## src/rtl/dram_request_arbiter.sv

```systemverilog
// Round-robin arbiter sharing one DRAM controller read/writeback port among NUM_PORTS requesters.
// Optional watchdog on the controller ack, enabled by defining DRAM_ARB_TIMEOUT_EN.
module dram_request_arbiter #(
  parameter int NUM_PORTS = 2
) (
  input  logic                     main_clk,
  input  logic                     main_reset,
  input  logic [NUM_PORTS-1:0]     port_req_pulse,
  input  logic [NUM_PORTS*13-1:0]  port_addr_read_upper,
  input  logic [NUM_PORTS*13-1:0]  port_addr_write_upper,
  input  logic [NUM_PORTS*9-1:0]   port_addr_common,
  input  logic [NUM_PORTS-1:0]     port_entry_dirty,
  input  logic [NUM_PORTS*128-1:0] port_lane_to_dram,
  output logic [NUM_PORTS-1:0]     port_ack_pulse,
  output logic [127:0]             port_lane_from_dram,
  output logic [12:0]              dram_addr_req_read,
  output logic [12:0]              dram_addr_req_write,
  output logic [8:0]               dram_addr_req_common,
  output logic [127:0]             dram_lane_to_dram,
  output logic                     dram_entry_dirty,
  output logic                     dram_req_read_pulse,
  input  logic [127:0]             dram_lane_from_dram,
  input  logic                     dram_ack_read_pulse,
  output logic                     busy,
  output logic                     err_timeout
);

  localparam int IW = (NUM_PORTS > 1) ? $clog2(NUM_PORTS) : 1;

  typedef enum logic [1:0] {IDLE, ISSUE, WAIT_ACK} state_t;

  state_t               state, state_next;
  logic [NUM_PORTS-1:0] pending, accept, clear_mask;
  logic [IW-1:0]        last_grant, owner, grant_idx, cand;
  logic                 grant_found, ack_take, timeout_hit;

  logic [12:0]  slot_read  [NUM_PORTS];
  logic [12:0]  slot_write [NUM_PORTS];
  logic [8:0]   slot_common[NUM_PORTS];
  logic         slot_dirty [NUM_PORTS];
  logic [127:0] slot_lane  [NUM_PORTS];

  assign accept   = port_req_pulse & ~pending;
  assign ack_take = (state == WAIT_ACK) && dram_ack_read_pulse;
  assign busy     = (state != IDLE) || (|pending);

  // NOTE: slot storage carries no reset; pending[] alone says whether a slot holds anything.
  always_ff @(posedge main_clk) begin
    for (int i = 0; i < NUM_PORTS; i++) begin
      if (accept[i]) begin
        slot_read[i]   <= port_addr_read_upper[i*13 +: 13];
        slot_write[i]  <= port_addr_write_upper[i*13 +: 13];
        slot_common[i] <= port_addr_common[i*9 +: 9];
        slot_dirty[i]  <= port_entry_dirty[i];
        slot_lane[i]   <= port_lane_to_dram[i*128 +: 128];
      end
    end
  end

  // NOTE: every always_comb output gets a default first so no path leaves it unassigned (no latch).
  always_comb begin
    grant_found = 1'b0;
    grant_idx   = '0;
    cand        = '0;
    for (int k = 1; k <= NUM_PORTS; k++) begin
      cand = IW'((int'(last_grant) + k) % NUM_PORTS);
      if (!grant_found && pending[cand]) begin
        grant_found = 1'b1;
        grant_idx   = cand;
      end
    end
  end

  always_comb begin
    clear_mask        = '0;
    clear_mask[owner] = ack_take;
  end

  always_comb begin
    state_next = state;
    case (state)
      IDLE:     if (grant_found) state_next = ISSUE;
      ISSUE:    state_next = WAIT_ACK;
      WAIT_ACK: if (ack_take || timeout_hit) state_next = IDLE;
      default:  state_next = IDLE;
    endcase
  end

`ifdef DRAM_ARB_TIMEOUT_EN
  logic [11:0] wait_cnt;

  // Fires on the 4095th consecutive WAIT_ACK cycle without an ack; an ack in that cycle wins.
  assign timeout_hit = (state == WAIT_ACK) && !dram_ack_read_pulse && (wait_cnt == 12'd4094);

  always_ff @(posedge main_clk) begin
    if (main_reset) begin
      wait_cnt    <= '0;
      err_timeout <= 1'b0;
    end else begin
      if (state == WAIT_ACK && !timeout_hit) wait_cnt <= wait_cnt + 12'd1;
      else                                   wait_cnt <= '0;
      if (timeout_hit) err_timeout <= 1'b1;
    end
  end
`else
  assign timeout_hit = 1'b0;
  assign err_timeout = 1'b0;
`endif

  // NOTE: sequential state uses non-blocking assignments so every register samples pre-edge values.
  always_ff @(posedge main_clk) begin
    if (main_reset) begin
      state                <= IDLE;
      pending              <= '0;
      last_grant           <= IW'(NUM_PORTS - 1);
      owner                <= '0;
      dram_addr_req_read   <= '0;
      dram_addr_req_write  <= '0;
      dram_addr_req_common <= '0;
      dram_lane_to_dram    <= '0;
      dram_entry_dirty     <= 1'b0;
      dram_req_read_pulse  <= 1'b0;
      port_ack_pulse       <= '0;
      port_lane_from_dram  <= '0;
    end else begin
      state               <= state_next;
      pending             <= (pending & ~clear_mask) | accept;
      dram_req_read_pulse <= 1'b0;
      port_ack_pulse      <= '0;
      // Operands are loaded only on a grant, so they hold through the controller's late sampling.
      if (state == IDLE && grant_found) begin
        owner                <= grant_idx;
        dram_addr_req_read   <= slot_read[grant_idx];
        dram_addr_req_write  <= slot_write[grant_idx];
        dram_addr_req_common <= slot_common[grant_idx];
        dram_entry_dirty     <= slot_dirty[grant_idx];
        dram_lane_to_dram    <= slot_lane[grant_idx];
        dram_req_read_pulse  <= 1'b1;
      end
      if (ack_take) begin
        port_lane_from_dram   <= dram_lane_from_dram;
        port_ack_pulse[owner] <= 1'b1;
        last_grant            <= owner;
      end
    end
  end

endmodule

```

## config.mk

```make
export PLATFORM = sky130hd
export DESIGN_NAME = dram_request_arbiter
export DESIGN_NICKNAME = d
export VERILOG_FILES = /design/src/rtl/dram_request_arbiter.sv
export SDC_FILE = /design/constraint.sdc
export NUM_CORES = 1
export LEC_CHECK = 0
export ABC_AREA = 1
export ABC_CLOCK_PERIOD_IN_PS = 4100
export CAP_MARGIN = 20
export CORE_AREA = 2 2 293 295
export DETAILED_ROUTE_END_ITERATION = 16
export DIE_AREA = 0 0 295 297
export GPL_ROUTABILITY_DRIVEN = 0
export HOLD_SLACK_MARGIN = 0.06
export PLACE_DENSITY_LB_ADDON = 0.12
export SLEW_MARGIN = 20
export SYNTH_ARGS = -nofsm -noshare
export SYNTH_HDL_FRONTEND = slang
export SYNTH_SLANG_ARGS = --single-unit
```

## constraint.sdc

```tcl
create_clock -name main_clk -period 4.1 [get_ports main_clk]
set_clock_uncertainty 0.05 [all_clocks]
set_input_delay 0.41 -clock main_clk [delete_from_list [all_inputs] [get_ports main_clk]]
set_output_delay 0.41 -clock main_clk [all_outputs]
set_load 0.005 [all_outputs]
```

Word level (Yosys, flattened, before mapping)
Memories as Yosys holds them, arrays and structs flattened. A register that Yosys moved wholly into a read port is not among the register bits.
Index checks and enable logic that the tools add are counted.
{ "word_totals": {"word_cells": 58, "n_memories": 5, "in_bits": 461, "mem_bits_rw": 328, "register_bits": 137, "output_inout_bits": 297} }
{ "classes": {"eq_ne": 4, "muxes": 18, "magnitude_cmp": 4, "reduce_logical": 11, "add_sub_neg": 2, "bitwise": 7} }
{ "mem_list": {"columns": ["memory", "words", "word_bits", "read_ports", "rd_clocked_by_memory_dff", "write_ports", "line", "rtl"], "rows": [
  ["slot_lane", 2, 128, 1, 1, 2, "41", "logic [127:0] slot_lane [NUM_PORTS];"],
  ["slot_read", 2, 13, 1, 1, 2, "37", "logic [12:0] slot_read [NUM_PORTS];"],
  ["slot_write", 2, 13, 1, 1, 2, "38", "logic [12:0] slot_write [NUM_PORTS];"],
  ["slot_common", 2, 9, 1, 1, 2, "39", "logic [8:0] slot_common[NUM_PORTS];"],
  ["slot_dirty", 2, 1, 1, 1, 2, "40", "logic slot_dirty [NUM_PORTS];"]
]} }
{ "op_table": {"columns": ["op", "count"], "rows": [
  ["1-bit two-way mux", 14],
  ["2-bit AND", 3],
  ["1-bit by 2-bit less-than comparator with 1-bit output, second input constant", 3],
  ["2-bit one-hot mux with 3 select lines", 1],
  ["1-bit logical AND", 4],
  ["2-bit two-way mux", 2],
  ["2-bit inequality test, second input constant", 2],
  ["2-bit NOT", 2],
  ["2-bit OR reduction", 2],
  ["1-bit adder, second input constant", 2],
  ["2-bit by 1-bit == test with 1-bit output, second input constant", 1],
  ["2-bit == test, second input constant", 1],
  ["2-bit zero test", 1],
  ["2-bit OR", 1],
  ["2-bit AND reduction", 1],
  ["2-bit nonzero test", 1],
  ["1-bit demux with 1-bit select", 1],
  ["1-bit greater-or-equal comparator, second input constant", 1],
  ["1-bit zero test", 1],
  ["1-bit logical OR", 1],
  ["1-bit NOT", 1]
]} }

Logic depth before layout (Yosys ltp)
Gate-level depths: netlist of run 1.
{ "logic_depth": {"word_depth": 9, "ltp_mapped": 8, "ltp_nobuf": 6} }

Worst setup path after synthesis of run 1
OpenSTA, ideal clock, no wires.
{ "synth_timing": {"path_type": "reg-to-reg", "startpoint": "register pending[1]", "endpoint": "memory slot_common[1][0] (enable)", "arrival_ns": 3.693, "t_required_ns": 3.533, "path_buffers": 1, "setup_time_ns": 0.517, "stages_incl_launch_ff": 5, "setup_slack_ns": -0.160, "period_less_slack_ns": 4.260, "cell_sequence": "dfxtp_1 buf_4 inv_2 nand2_1 inv_1"} }
{ "synth_lines": {"columns": ["item", "line", "rtl"], "rows": [
  ["start, declared", "33", "logic [NUM_PORTS-1:0] pending, accept, clear_mask;"],
  ["start signal, assigned", "127", "pending <= (pending & ~clear_mask) | accept;"],
  ["end, declared", "39", null]
]} }

Worst setup path in the final report of run 1
{ "layout_timing": {"startpoint": "register pending[1]", "endpoint": "register dram_lane_to_dram[3], read port of slot_lane"} }
{ "layout_between": {"elab_chain_cells": 7, "word_cells_on_any_way": 11, "cone_classes": "mux: 8; reduce/logical: 3"} }
{ "layout_rtl": {"columns": ["item", "line", "rtl"], "rows": [
  ["1-bit two-way mux (implied by the code) (2 in a row)", "67", "if (!grant_found && pending[cand]) begin"],
  ["1-bit two-way mux", "67", null],
  ["1-bit zero test", "67", null],
  ["1-bit logical AND", "67", null],
  ["1-bit two-way mux", "67", null],
  ["1-bit logical AND", "131", "if (state == IDLE && grant_found) begin"],
  ["end, declared", "19", "output logic [127:0] dram_lane_to_dram,"]
]} }
Parallel ways exist; a longest one is shown, timed or not. The select of a mux whose other input is x is not followed.
A chain may end at the register's enable or synchronous reset.

==> results of run 1 <==
==> cells in the final DEF, fill, tap and decap left out <==
cell type        count
bufinv_16            2
buf_12              14
clkinvlp_4           3
nor2_1             498
o21ai_1            156
diode_2             18
inv_8                1
clkbuf_8            15
clkinv_1             6
inv_2                3
dfxtp_1            300
nand2_1            174
clkinv_8             2
conb_1               1
inv_16               1
nand3_1            165
nand2_4              1
o21ai_0            137
inv_6                2
clkbuf_1            15
clkdlybuf4s50_1    756
edfxtp_1           328
clkbuf_16           77
a21oi_4              1
nand3b_1             1
nor2_4               1
inv_1              294
buf_4               23
clkinv_2            16
nand4_1              2
nand3_4              1
dfxtp_4              1
a21oi_1            132
==> logic make-up after synthesis <==
group	count (synthesis)	synth area share, %
AOI/OAI and AO/OA	426	9.205
buffers and inverters	453	7.781
DFF	629	68.42
other	1	0.01616
and+or+nand+nor	843	14.58
==> metal layers <==
metal | wire length [um] | vias to the layer above
met5 | 188 | -
met4 | 2850 | 32
met3 | 6175 | 169
met2 | 43060 | 575
met1 | 30050 | 8609
li1 | - | 9097
==> worst max path at each step <==
| stage | cells after the start | to | start |
|---|---|---|---|
| floorplan | 4 | slot_common[1][0]$_DFFE_PP_ | pending[1]$_SDFF_PP0_ |
| global placement | 6 | dram_lane_to_dram[3]$_SDFFE_PP0P_ | pending[1]$_SDFF_PP0_ |
| detailed placement | 6 | dram_lane_to_dram[3]$_SDFFE_PP0P_ | pending[1]$_SDFF_PP0_ |
| CTS | 6 | dram_lane_to_dram[3]$_SDFFE_PP0P_ | pending[1]$_SDFF_PP0_ |
| global route | 6 | dram_lane_to_dram[3]$_SDFFE_PP0P_ | pending[1]$_SDFF_PP0_ |
| finish | 6 | dram_lane_to_dram[3]$_SDFFE_PP0P_ | pending[1]$_SDFF_PP0_ |
==> state kept, by name, summed over array words and instances (netlist names) <==
name / flops
dram_addr_req_common: 9
dram_addr_req_read: 13
dram_addr_req_write: 13
dram_entry_dirty: 1
dram_lane_to_dram: 128
dram_req_read_pulse: 1
last_grant: 1
owner: 1
pending: 2
port_ack_pulse: 2
port_lane_from_dram: 128
slot_common: 18
slot_dirty: 2
slot_lane: 256
slot_read: 26
slot_write: 26
state: 2
==> per-stage QoR <==
stage	setup slack [ns]	std cells	power (uW)	instance area (um^2)	hold WS, ns
finish	1.464	4291	16380	34500	0.2981
global placement	1.289	4136	10010	32030	0.3822
detailed placement	1.229	4136	10040	32030	0.3868
global route	1.180	4291	17130	34500	0.2672
CTS	1.241	4273	16650	34460	0.2527
floorplan	0.6816	2352	8498	23210	0.3897
==> power by group through the flow <==
| stage | Clock [uW] | Sequential [uW] | Combinational [uW] |
|---|---|---|---|
| floorplan | 0 | 7530 | 968 |
| global placement | 0 | 7540 | 2470 |
| detailed placement | 0 | 7550 | 2490 |
| CTS | 6730 | 7420 | 2500 |
| global route | 6970 | 7470 | 2690 |
| finish | 6520 | 7420 | 2440 |
==> cell type report <==
cell class	instances	area [um^2]
repair buffers	793	8020
inverters	300	1141
well taps	1144	1431
clock inverters	30	240.2
diodes	18	45.04
fillers	8214	49980
flip-flops and latches	629	15880
clock buffers	107	2190
multi-input cells	1270	5555
==> summary.txt, run 1 <==
Route
  – DR iter-0 viols: 744
  – DR vias/cell: 4.307
  – Total wire length: 82,320 um
  – DRC viols: 0
  – First-pass DRT Iterations: 4
  – Via count: 18,480
  – Wire per inst: 19.19 um
  – Detail Route Antenna Nets: 0

Logic synthesis
  – Count of different cell masters after synthesis: 19
  – Ys Warns: 0
  – Top cells by area, synth: edfxtp_1 (42%), dfxtp_1 (26%), nor2_1 (8.1%), inv_1 (4.8%), nand3_1 (3.6%)
  – Async set or reset register ratio after synthesis: 0%
  – Number of flops mapped to enable cells by yosys: 328
  – Post-Syn Area: 23,200 um^2
  – Post-Syn Nets: 2,813
  – Area leader, netlist: edfxtp_1
  – Synth top area share: 42.45%
  – Mapped Cells: 2,352
  – Top_reg_cell synth: edfxtp_1
  – Most numerous cell in the Yosys netlist: nor2_1
  – Seq/Total Area, Yosys: 68.42%
  – Commonest cells post-synth: nor2_1 (498), edfxtp_1 (328), dfxtp_1 (301)
  – #FFs+latches synth: 629
  – Syn_area_per_cell: 9.865 um^2

Global routing
  – Met1 Usage GRT: 19.01%
  – Vias in the first global route: 18,670
  – Grt total ovfl: 0
  – Gr usage total: 18.22%
  – GR Layer Usage met2: 33.33%
  – First-pass GRT wire length: 119,400 um
  – Largest net degree at the start of global routing: 160
  – M3 GR Usage: 5.469%
  – GRT busiest layer: met2
  – Initial antenna violation count: 37

Pwr
  – Comb pwr share: 14.9%
  – Sw power: 4109 uW
  – Lkg Pwr: 0.01299 uW
  – P per Cell Area: 474.7 nW/um^2
  – Register share of total power: 45.3%
  – Clock network fraction of total power: 39.8%
  – Internal power: 12,270 uW
  – VDD IR-drop max: 0.0003165 V
  – Net Sw Frac: 25.09%

STA
  – Slew HR: 33.18%
  – Worst-margin pin slew: 1.002 ns
  – Final hold vios: 0
  – Part of the cycle the worst path needs: 64.29%
  – Fin. max-slew vios: 0
  – Total Neg Setup Slack: 0 ns
  – Finish-stage setup viols: 0
  – F_max: 379.4 MHz
  – Final Critical Period: 2.636 ns
  – Unrepaired setup endpoints after global routing: false

Critical path
  – Worst EP required: 4.54 ns
  – Worst Path Arrival: 3.08 ns
  – R2r worst-path depth: 6
  – Crit path capture type: flop
  – Family with the most delay on the worst path: simple AND/OR/NAND/NOR gates
  – Maximum fanout along the worst path: 74
  – Reg2reg end: dram_lane_to_dram[3]$_SDFFE_PP0P_
  – Crit-path cells: nor2_1, nor2_4, buf_12, nand2_1, nor2_1, nor2_1
  – CP most frequent cell: nor2_1
  – Slowest CP cell: nor2_4
  – CP Buf/Inv Count: 1
  – Worst Path Class, Setup: flop to flop
  – R2R Setup Slk: 1.46 ns
  – Critical path's largest stage delay: 0.73 ns
  – Worst R2R Start: pending[1]$_SDFF_PP0_
  – Setup crit start kind: flop

Flow run
  – Total of max-cap violations: 0

Clock tree
  – CTS Buffer Depth: 3
  – Clock Sinks: 629
  – Clk_lat worst skew: 0.61 ns
  – Post-CTS Hold Buffers: 0
  – TritonCTS clock tree: done
  – Clock-pin transition on the worst setup and hold timing paths: 0.06 ns
  – Total CTS buffers: 75
  – H-tree lvl count: 3
  – Clock root cell: clkbuf_16
  – # Post-CTS Setup Buffers: 0
  – Post_cts resized: 0

Layout
  – Area grow syn2layout: 48.69%
  – Layout cell share with drive strength beyond 1: 5.241%
  – Final core occ: 40.84%
  – Final nets: 3,530

Hold path
  – Hold depth: 1
  – HP Start: port_addr_write_upper[20]
  – Worst min path class: primary input to flop
  – Worst Hold End: slot_write[1][7]$_DFFE_PP_

Floorplanning
  – Initial Util: 27.47%
  – Core footprint: 84,480 um^2
  – # rows: 107
  – Die Span Y: 297 um
  – Top Ports: 758
  – Die area: 87,620 um^2
  – DIE WIDTH: 295 um

Outcome
  – Status: complete, no violations

Placement
  – DP Wirelength: 57,730 um
  – PortBufs: 756
(Power assumes the default switching activity.)
==> run 2: changes to the inputs <==
ABC_CLOCK_PERIOD_IN_PS = 2600   (was 4100)
CORE_AREA = 2 2 291 293   (was 2 2 293 295)
DIE_AREA = 0 0 293 295   (was 0 0 295 297)
clock period = 2.6 ns   (was 4.1 ns; I/O delays follow)
==> summary.txt, run 2 (synthesized netlist as in run 1, its figures left out) <==
Outcome
  – Status: complete, no violations

Critical path
  – Crit path capture type: output pin
  – Worst Path Arrival: 1.92 ns
  – Worst Path Class, Setup: flop to output pin
  – Setup crit start kind: flop
  – Worst EP required: 2.29 ns
  – R2R Setup Slk: 0.82 ns
  – Maximum fanout along the worst path: 6

STA
  – Final hold vios: 0
  – Worst-margin pin slew: 0.8813 ns
  – Finish-stage setup viols: 0
  – Fin. max-slew vios: 0
  – Final Critical Period: 2.225 ns
  – Slew HR: 41.24%
  – F_max: 449.3 MHz
  – Part of the cycle the worst path needs: 85.60%
  – Unrepaired setup endpoints after global routing: false

Layout
  – Final cell count without fillers: 4,232
  – Most common cell after layout, fill and taps aside: clkdlybuf4s50_1
  – Regs by FF count: slot_lane x256, dram_lane_to_dram x128, port_lane_from_dram x128
  – Layout cell share with drive strength beyond 1: 5.337%
  – Largest register FFs: 256
  – Most frequent cells in the layout: clkdlybuf4s50_1 (756), nor2_1 (498), edfxtp_1 (328), dfxtp_1 (299), inv_1 (293)
  – FILL cells: 8,047
  – Final nets: 3,527
  – Multi-input logic area: 5565 um^2
  – Reg area: 15,880 um^2
  – Largest reg by FF count: slot_lane
  – Final core occ: 41.58%
  – Area grow syn2layout: 49.01%

Placement
  – DP Wirelength: 56,430 um
  – PortBufs: 756
  – Placed Cells: 4,068

Floorplanning
  – Die Span Y: 295 um
  – DIE WIDTH: 293 um
  – # rows: 106
  – Initial Util: 27.90%
  – Die area: 86,440 um^2
  – Core footprint: 83,160 um^2
  – Top Ports: 758

Route
  – First-pass DRT Iterations: 5
  – Wire per inst: 19.27 um
  – DRC viols: 0
  – Total wire length: 81,570 um
  – Detail Route Antenna Nets: 0
  – DR iter-0 viols: 813
  – DR vias/cell: 4.348
  – Via count: 18,400

Clock tree
  – Clock-pin transition on the worst setup and hold timing paths: 0.06 ns
  – Clock root cell: clkbuf_16
  – TritonCTS clock tree: done
  – Clock Sinks: 629
  – Total CTS buffers: 76
  – CTS Buffer Depth: 3
  – # Post-CTS Setup Buffers: 0
  – Post-CTS Hold Buffers: 0
  – Clk_lat worst skew: 0.61 ns
  – Post_cts resized: 0
  – H-tree lvl count: 3

Global routing
  – First-pass GRT wire length: 117,200 um
  – Initial antenna violation count: 27
  – Gr usage total: 18.19%
  – Vias in the first global route: 18,260
  – Largest net degree at the start of global routing: 166
  – Grt total ovfl: 0

Hold path
  – Worst min path class: primary input to flop

Pwr
  – VDD IR-drop max: 0.0004945 V
  – P per Cell Area: 756.1 nW/um^2
  – Power Total: 26,140 uW
  – Lkg Pwr: 0.01304 uW

Flow run
  – Total of max-cap violations: 0
==> run 2: cell count changes in the layout (fill, tap and decap cells not counted), sizes merged <==
| cell | change |
|---|---|
| buf | -4 |
| clkbuf | +6 |
| diode | +5 |
| clkinv | -2 |
==> run 2: through the flow <==
step           hold WS (ns)  setup slack, ns  TNS (ns)  instance area [um^2]
2_1_floorplan        0.3089          -0.7730   -247.34                 23230
3_3_place_gp         0.3811           0.6116         0                 31980
3_5_place_dp         0.3854           0.5926         0                 31980
4_1_cts             0.09739           0.2677         0                 34520
5_1_grt              0.1110           0.2305         0                 34560
6_report             0.1474           0.3745         0                 34570
==> run 2: worst paths after layout <==
kind	startpoint	end	cells after the start
setup / recovery	state[1]$_SDFFE_PP0P_	busy	3
hold / removal	port_lane_to_dram[166]	slot_lane[1][38]$_DFFE_PP_	1
hold reg to reg	port_lane_from_dram[121]$_SDFFE_PP0N_	port_lane_from_dram[121]$_SDFFE_PP0N_	2
setup reg to reg	state[0]$_SDFFE_PP0P_	dram_lane_to_dram[90]$_SDFFE_PP0P_	8
==> run 2: final cells by class <==
cell class | instances | share of cell area [%]
clock inverter | 28 | 0.6369
sequential | 629 | 45.94
multi-input combinational | 1270 | 16.10
antenna | 23 | 0.1665
tap | 1080 | 3.908
timing repair buffer | 789 | 23.25
clock buffer | 113 | 6.699
inverter | 300 | 3.300
==> run 2: critical path: stages (launching register included) <==
cell	delay (ns)
dfxtp_1	0.46
nor2_1	0.12
nand2_1	0.07
clkdlybuf4s50_1	0.67
==> run 2: layer usage <==
layer	track usage [%]	wire [um]	up-vias
met5	0	101	-
met4	8.680	2899	16
met3	5.781	6291	152
met2	32.68	42300	560
met1	19.31	29970	8549
li1	-	-	9123
==> run 2: power by group <==
group          internal (uW)  switching, uW
Combinational           1950           1910
Clock                   6380           4220
Sequential             11300            362
